==> src/rtl/pipe_pkg.sv <==
// Shared types for elastic pipeline-stage registers: stage entry layout,
// the canonical NOP payload and the skid-buffer occupancy states.
package pipe_pkg;

  localparam logic [31:0] NOP_INSTR = 32'h0000_0013;

  localparam int unsigned DEF_INSTR_W = 32;
  localparam int unsigned DEF_PC_W    = 32;
  localparam int unsigned DEF_EXC_W   = 3;
  localparam int unsigned DEF_IDX_W   = 4;

  // Default-width entry layout; stages built with other widths declare a
  // local struct with the same field names.
  typedef struct packed {
    logic [DEF_INSTR_W-1:0] instruction;
    logic [DEF_PC_W-1:0]    PC;
    logic [DEF_EXC_W-1:0]   exception_vector;
    logic [DEF_IDX_W-1:0]   complete_idx;
    logic                   supervisor_mode;
  } stage_entry_t;

  typedef enum logic [1:0] {
    EMPTY = 2'd0,
    ONE   = 2'd1,
    TWO   = 2'd2
  } state_t;

  function automatic logic [1:0] occupancy_of(input state_t s);
    logic [1:0] occ;
    occ = 2'd0;
    case (s)
      EMPTY:   occ = 2'd0;
      ONE:     occ = 2'd1;
      TWO:     occ = 2'd2;
      default: occ = 2'd0;
    endcase
    return occ;
  endfunction

endpackage

==> src/rtl/sat_counter.sv <==
// Saturating up-counter with synchronous clear; holds at all-ones.
module sat_counter #(
  parameter int unsigned CNT_W = 32
) (
  input  logic             clk,
  input  logic             clear,
  input  logic             inc,
  output logic [CNT_W-1:0] count
);

  logic [CNT_W-1:0] count_q;

  always_ff @(posedge clk) begin
    if (clear) begin
      count_q <= '0;
    end else if (inc && (count_q != '1)) begin
      count_q <= count_q + CNT_W'(1);
    end
  end

  assign count = count_q;

endmodule

==> src/rtl/pipe_stage_skid.sv <==
// Elastic pipeline-stage register: valid/ready handshake with a 2-entry skid
// buffer, multi-source stall, flush, NOP bubble output and bubble counter.
module pipe_stage_skid #(
  parameter int unsigned         INSTR_W   = 32,
  parameter int unsigned         PC_W      = 32,
  parameter int unsigned         EXC_W     = 3,
  parameter int unsigned         IDX_W     = 4,
  parameter int unsigned         NUM_STALL = 2,
  parameter logic [INSTR_W-1:0]  NOP_INSTR = INSTR_W'(pipe_pkg::NOP_INSTR),
  parameter int unsigned         CNT_W     = 32
) (
  input  logic                 clk,
  input  logic                 reset,
  input  logic                 in_valid,
  output logic                 in_ready,
  input  logic [INSTR_W-1:0]   in_instruction,
  input  logic [PC_W-1:0]      in_PC,
  input  logic [EXC_W-1:0]     in_exception_vector,
  input  logic [IDX_W-1:0]     in_complete_idx,
  input  logic                 in_supervisor_mode,
  input  logic                 in_flush,
  input  logic [NUM_STALL-1:0] in_stall,
  output logic                 out_valid,
  input  logic                 out_ready,
  output logic [INSTR_W-1:0]   out_instruction,
  output logic [PC_W-1:0]      out_PC,
  output logic [EXC_W-1:0]     out_exception_vector,
  output logic [IDX_W-1:0]     out_complete_idx,
  output logic                 out_supervisor_mode,
  output logic                 out_bubble,
  output logic [1:0]           out_occupancy,
  output logic [CNT_W-1:0]     out_bubble_cycles
);

  import pipe_pkg::*;

  typedef struct packed {
    logic [INSTR_W-1:0] instruction;
    logic [PC_W-1:0]    PC;
    logic [EXC_W-1:0]   exception_vector;
    logic [IDX_W-1:0]   complete_idx;
    logic               supervisor_mode;
  } entry_t;

  state_t state_q, state_d;
  entry_t main_q, skid_q, in_entry;
  logic   sup_q;

  logic stall_any, main_valid, in_fire, out_fire, bubble_inc;
  logic load_main_in, load_main_skid, load_skid_in;

  assign in_entry = '{
    instruction:      in_instruction,
    PC:               in_PC,
    exception_vector: in_exception_vector,
    complete_idx:     in_complete_idx,
    supervisor_mode:  in_supervisor_mode
  };

  assign stall_any  = |in_stall;
  assign main_valid = (state_q != EMPTY);
  assign in_ready   = (state_q != TWO) && !stall_any && !in_flush;
  assign out_valid  = main_valid && !stall_any;
  assign in_fire    = in_valid && in_ready;
  assign out_fire   = out_valid && out_ready;

  // Stall needs no explicit branch: it forces both in_fire and out_fire low.
  always_comb begin
    state_d        = state_q;
    load_main_in   = 1'b0;
    load_main_skid = 1'b0;
    load_skid_in   = 1'b0;
    if (in_flush) begin
      state_d = EMPTY;
    end else begin
      case (state_q)
        EMPTY: begin
          if (in_fire) begin
            state_d      = ONE;
            load_main_in = 1'b1;
          end
        end
        ONE: begin
          if (in_fire && out_fire) begin
            load_main_in = 1'b1;
          end else if (in_fire) begin
            state_d      = TWO;
            load_skid_in = 1'b1;
          end else if (out_fire) begin
            state_d = EMPTY;
          end
        end
        TWO: begin
          if (out_fire) begin
            state_d        = ONE;
            load_main_skid = 1'b1;
          end
        end
        default: state_d = EMPTY;
      endcase
    end
  end

  always_ff @(posedge clk) begin
    if (reset) begin
      state_q <= EMPTY;
    end else begin
      state_q <= state_d;
    end
  end

  // Payload registers carry no reset; validity is tracked by state_q alone.
  always_ff @(posedge clk) begin
    if (load_main_in) begin
      main_q <= in_entry;
    end else if (load_main_skid) begin
      main_q <= skid_q;
    end
    if (load_skid_in) begin
      skid_q <= in_entry;
    end
  end

  always_ff @(posedge clk) begin
    if (reset) begin
      sup_q <= 1'b0;
    end else if (load_main_in) begin
      sup_q <= in_supervisor_mode;
    end else if (load_main_skid) begin
      sup_q <= skid_q.supervisor_mode;
    end
  end

  assign out_instruction      = out_valid ? main_q.instruction      : NOP_INSTR;
  assign out_PC               = out_valid ? main_q.PC               : '0;
  assign out_exception_vector = out_valid ? main_q.exception_vector : '0;
  assign out_complete_idx     = out_valid ? main_q.complete_idx     : '0;
  assign out_supervisor_mode  = sup_q;
  assign out_bubble           = !out_valid;
  assign out_occupancy        = occupancy_of(state_q);

  assign bubble_inc = out_ready && !main_valid && !stall_any && !in_flush;

  sat_counter #(
    .CNT_W (CNT_W)
  ) u_bubble_cnt (
    .clk   (clk),
    .clear (reset),
    .inc   (bubble_inc),
    .count (out_bubble_cycles)
  );

endmodule

==> config.mk <==
export PLATFORM = sky130hd
export DESIGN_NAME = pipe_stage_skid
export DESIGN_NICKNAME = d
export VERILOG_FILES = /design/src/rtl/pipe_pkg.sv /design/src/rtl/sat_counter.sv /design/src/rtl/pipe_stage_skid.sv
export SDC_FILE = /design/constraint.sdc
export NUM_CORES = 1
export LEC_CHECK = 0
export CORE_ASPECT_RATIO = 1.5
export CORE_MARGIN = 3
export CORE_UTILIZATION = 45
export CTS_CLUSTER_DIAMETER = 50
export CTS_CLUSTER_SIZE = 40
export DETAILED_ROUTE_END_ITERATION = 10
export PLACE_DENSITY_LB_ADDON = 0.15
export SETUP_SLACK_MARGIN = 0.3
export SLEW_MARGIN = 0
export SYNTH_ARGS = -nofsm -noshare
export SYNTH_HDL_FRONTEND = slang
export SYNTH_HIERARCHICAL = 1
export SYNTH_SLANG_ARGS = --single-unit
==> constraint.sdc <==
create_clock -name clk -period 10.8 [get_ports clk]
set_input_delay 2.16 -clock clk [delete_from_list [all_inputs] [get_ports clk]]
set_output_delay 2.16 -clock clk [all_outputs]
set_load 0.05 [all_outputs]
### Word level (Yosys, flattened, before mapping)

Cells that the tools add are included.
W data, S select, Z words.

* add/subtract/negate cells: 1
* multiply operators: 0
* divide/modulo/power cells: 0
* magnitude comparators: 0
* equal/unequal tests: 8
* shift operators: 0
* muxes and demuxes: 25
* bitwise gates (word level): 0
* reductions and logical operators: 20

Operators with widths (count)
* $mux W72: 2
* $mux W32: 2
* $add A32 B1 Y32 const B: 1
* $ne A32 B32 Y1 const B: 1
* $mux W1: 11
* $logic_and A1 B1 Y1: 10
* $mux W2: 5
* $ne A2 B2 Y1 const B: 4
* $pmux W2 S3: 1
* $logic_not A1 Y1: 4
* $mux W4: 1
* $pmux W2 S2: 1
* $reduce_and A4 Y1: 1
* $reduce_bool A2 Y1: 2
* $reduce_or A2 Y1: 2
* $mux W3: 1
* $ne A3 B3 Y1 const B: 1
* $eq A2 B1 Y1 const B: 1
* $eq A2 B2 Y1 const B: 1
* $logic_not A2 Y1: 1
* $pmux W1 S2: 1

* register bits after elaboration: 178
* bits in latches: 0
* bits in writable memories: 0
* memory bits (read-only): 0
* bits of input ports: 79
* output and inout bits: 109
* word-level logic and storage cells: 66
* memories: 0

### Logic depth before layout (Yosys ltp)

* word-level depth: 10
* gate-level depth with buffers: 8
* gate-level depth less buffers: 7

### Cells and area by module

Netlist, hierarchy kept.

Modules (own cells, without submodules)
* pipe_stage_skid: times used 1, cells each 332, area each 6231.0 um^2, sequential area each 4354.2 um^2
* sat_counter: times used 1, cells each 199, area each 1674.1 um^2, sequential area each 640.6 um^2

### Least setup slack after synthesis

No wires, ideal clock.

* kind: input to register
* start: input port in_flush
* end: register main_q[10] (netlist name), enable pin
* setup time: 0.598 ns
* data arrival time: 7.880 ns
* data required time: 10.202 ns
* slack: 2.321 ns
* stages: 2
* buffers on the path: 0
* path through: or4b_2 > o21ai_0

* cells in the longest elaborated chain, start to end: 8
* elaborated cells between the ends (all ways): 10
* classes of those cells: mux (5); reduce/logical (5)

Ends and longest elaborated chain
* start, declared: line pipe_stage_skid.sv:21 `input logic in_flush,`
* $logic_not A1 Y1: line pipe_stage_skid.sv:62 `assign in_ready = (state_q != TWO) && !stall_any && !in_flush;`
* $logic_and A1 B1 Y1: line pipe_stage_skid.sv:62
* $logic_and A1 B1 Y1: line pipe_stage_skid.sv:64 `assign in_fire = in_valid && in_ready;`
* $logic_and A1 B1 Y1: line pipe_stage_skid.sv:84 `if (in_fire && out_fire) begin`
* $mux W1: line pipe_stage_skid.sv:84
* $pmux W1 S2: line pipe_stage_skid.sv:76 `case (state_q)`
* $mux W1: line pipe_stage_skid.sv:73 `if (in_flush) begin`
* $reduce_bool A2 Y1 (no source line) *
* end signal, assigned: line pipe_stage_skid.sv:115 `main_q <= in_entry;`
* end signal, assigned: line pipe_stage_skid.sv:117 `main_q <= skid_q;`
* end, declared: line pipe_stage_skid.sv:46 `entry_t main_q, skid_q, in_entry;`

Every way passes the cells marked *; elsewhere a longest branch is shown, timed or not.
A chain may end at the register's enable or synchronous reset.

### Worst setup path after layout

* start: input port in_stall[1]
* end: output port out_exception_vector[1]

* cells in the longest elaborated chain, start to end: 4

Ends and longest elaborated chain
* start, declared: line pipe_stage_skid.sv:22 `input logic [NUM_STALL-1:0] in_stall,`
* $reduce_or A2 Y1: line pipe_stage_skid.sv:60 `assign stall_any = |in_stall;`
* $logic_not A1 Y1: line pipe_stage_skid.sv:63 `assign out_valid = main_valid && !stall_any;`
* $logic_and A1 B1 Y1: line pipe_stage_skid.sv:63
* $mux W3: line pipe_stage_skid.sv:136 `assign out_exception_vector = out_valid ? main_q.exception_vector : '0;`
* end, declared: line pipe_stage_skid.sv:27 `output logic [EXC_W-1:0] out_exception_vector,`

No other way between the ends.

==> out/metrics.cfg <==
[status]
status=finished clean

[critical_path]
max_stage_delay_ns=0.81
cpMaxStageDelayCell=clkdlybuf4s50_1
cp.arrival_ns=4.53
cpLargestDelayFamily=buffers and inverters
path_class=primary input to output pin
cp.required_ns=8.64
crit_path_end_kind=output pin
r2r_slack_ns=7.71
crit_chain=clkdlybuf4s50_1, nor3_2, buf_4, and2_1, clkdlybuf4s50_1
critical_path_buf_inv_count=3
cpMostUsedCell=clkdlybuf4s50_1
worst-path-max-fanout=74
startpoint_type=primary input

[yosys]
synth.net_count=611
yosys-top-cells-count=143 x edfxtp_1, 69 x and2_1, 68 x mux2_4
synthCells=531
ys_seq_elements=178
synth_seq_area_share_pct=63.2
yosysWarnings=6
synth_edf_count=143
avgSynthCellArea_um2=14.9
async_reset_ff_share_pct=0
synth_area_um2=7910
netlist_top_cells_area=edfxtp_1 54%, mux2_4 13%, dfxtp_1 8.9%
synth_flop_cell=edfxtp_1
synth_top_area_share_pct=54.3
synth_top_area_cell=edfxtp_1
synthDistinctLibCells=49
yosys.cell_count.top_type=edfxtp_1

[pwr]
pwr-share-comb_pct=4.6
power_density_nw_per_um2=135
swShare_pct=21.6
p_int_mw=1.11
seq_power_share_pct=52.6
p_clk_share_pct=42.8
peakVddDrop_v=0.0000761
cellLeakagePower_nw=3.66
power_switching_uw=305

[cells_and_area]
area_growth_pct=32.4
drive_gt1_share_pct=17.1
final_net_count=797
antenna_cells=0
stdcell_area_um2=10500
post-route-util_pct=61.6
nFillCells=1350

[die]
die_h_um=168
dieArea_um2=19200
core_um2=17000
start_util_pct=46.6
rows=58
die_w_um=114
ios=188

[detailed_routing]
vias_per_cell=5.37
drc_errors=0
ant_nets=0
drtIter0Drc=256
drt_pass1_iterations=4
drt_wl_total_um=17300
vias=5047
wl_per_cell_um=18.5

[sta]
period_minus_slack_ns=6.69
maxSlewHeadroom_pct=18.4
finClkSkew_ns=0.00788
min_period_over_period_pct=62.0
fmax_ghz=0.149
timing.hold.ws_ns=0.524
slew_violations=0
tns_ns=0
timing_hold_violations_final=0
finalSetupViolCount=0
grt_setup_unrepaired=false
worst-slew-pin-transition_ns=1.21

[clock_network]
post_cts_buffers=0
cts_buffers=17
cts_hold_buf=0
cts_root_buffer=clkbuf_16
cts_htree_levels=4
clkLatencyLatePin_ns=0.42
cts.path.max_buffers=2
cts_resized=0
clock_sinks=178
clkSlewWorstSetupHoldPaths_ns=0.07
cts_tree=done

[grt]
grt_usage_pct=17.9
grt_max_degree=75
grt-ovfl-total=0
antenna_found_initial=0
first_global_vias=5134
grt_pass1_wl_um=27100

[placement]
dp_hpwl_um=11800
gp_congestion=0.885
placed_area_um2=9890
port_buffers=187

[min_path]
hold_path_class=flip-flop to flip-flop

[job]
maxCapViolations=0

## cells in the final DEF, fill, tap and decap left out, types with 12 or more instances in the layout
cell type / n
nand3_1: 14
mux2_4: 68
edfxtp_1: 143
or4_1: 12
dfxtp_1: 35
a21oi_1: 22
and2_1: 69
o31ai_1: 12
clkdlybuf4s50_1: 187
nor2_1: 15
clkbuf_16: 17
## final timing paths
kind / start / to / cells past startpoint
setup / recovery: in_stall[1] / out_exception_vector[1] / 5
hold / removal: u_bubble_cnt/count[23] / u_bubble_cnt/count[23] / 2
setup reg to reg: u_bubble_cnt/count[13] / u_bubble_cnt/count[21] / 6
hold reg to reg: u_bubble_cnt/count[23] / u_bubble_cnt/count[23] / 2
## power groups by stage
stage               Sequential [mW]  Clock, mW  Combinational (mW)
finish                        0.743      0.605              0.0655
global route                  0.743      0.652              0.0692
CTS                           0.743      0.623              0.0663
detailed placement            0.759          0              0.0660
global placement              0.759          0              0.0640
floorplan                     0.760          0              0.0263
## cell families (layout without fill, tap and decap cells)
| logic type | count (synthesis) | after routing | share of synthesized area [%] |
|---|---|---|---|
| and+or+nand+nor | 183 | 183 | 14.3 |
| DFF | 178 | 178 | 63.2 |
| muxes | 74 | 74 | 13.8 |
| AOI/OAI and AO/OA | 56 | 56 | 4.61 |
| buffers and inverters | 32 | 231 | 3.21 |
| xor gates and xnor gates | 7 | 7 | 0.776 |
| adders and majority gates | 1 | 1 | 0.158 |
## registers in the layout, summed over array words and instances, names as in the netlist
signal,count
main_q,71
out_supervisor_mode,1
skid_q,72
state_q,2
u_bubble_cnt/count,32
## layout make-up
class	instances	area, um^2	area share (%)
Sequential cell	178	4990	47.7
Multi-Input combinational cell	321	2690	25.7
Timing Repair Buffer	194	1920	18.4
Clock buffer	19	433	4.14
Tap cell	210	263	2.51
Clock inverter	13	143	1.36
Inverter	5	18.8	0.179
## per-stage QoR
step | instances | setup slack [ns] | power, mW
3_5_place_dp | 908 | 4.09 | 0.825
6_report | 940 | 4.11 | 1.41
4_1_cts | 940 | 4.09 | 1.43
2_1_floorplan | 531 | 2.32 | 0.787
3_3_place_gp | 908 | 4.14 | 0.823
5_1_grt | 940 | 3.96 | 1.46
## worst register-to-register path, stage by stage, from the launching register on
cell and delay [ns]:
dfxtp_1 0.44, nand3_1 0.21, or3_1 0.56, nor4_2 1.03, buf_4 0.35, nor3b_1 0.08, mux2_1 0.33
## per-layer routing
metal,GRT usage [%],share of wire [%]
met4,5.74,1.7
met5,0,0
met3,4.42,5.7
met2,31.7,53
met1,21.1,39
(Power assumes the default switching activity.)
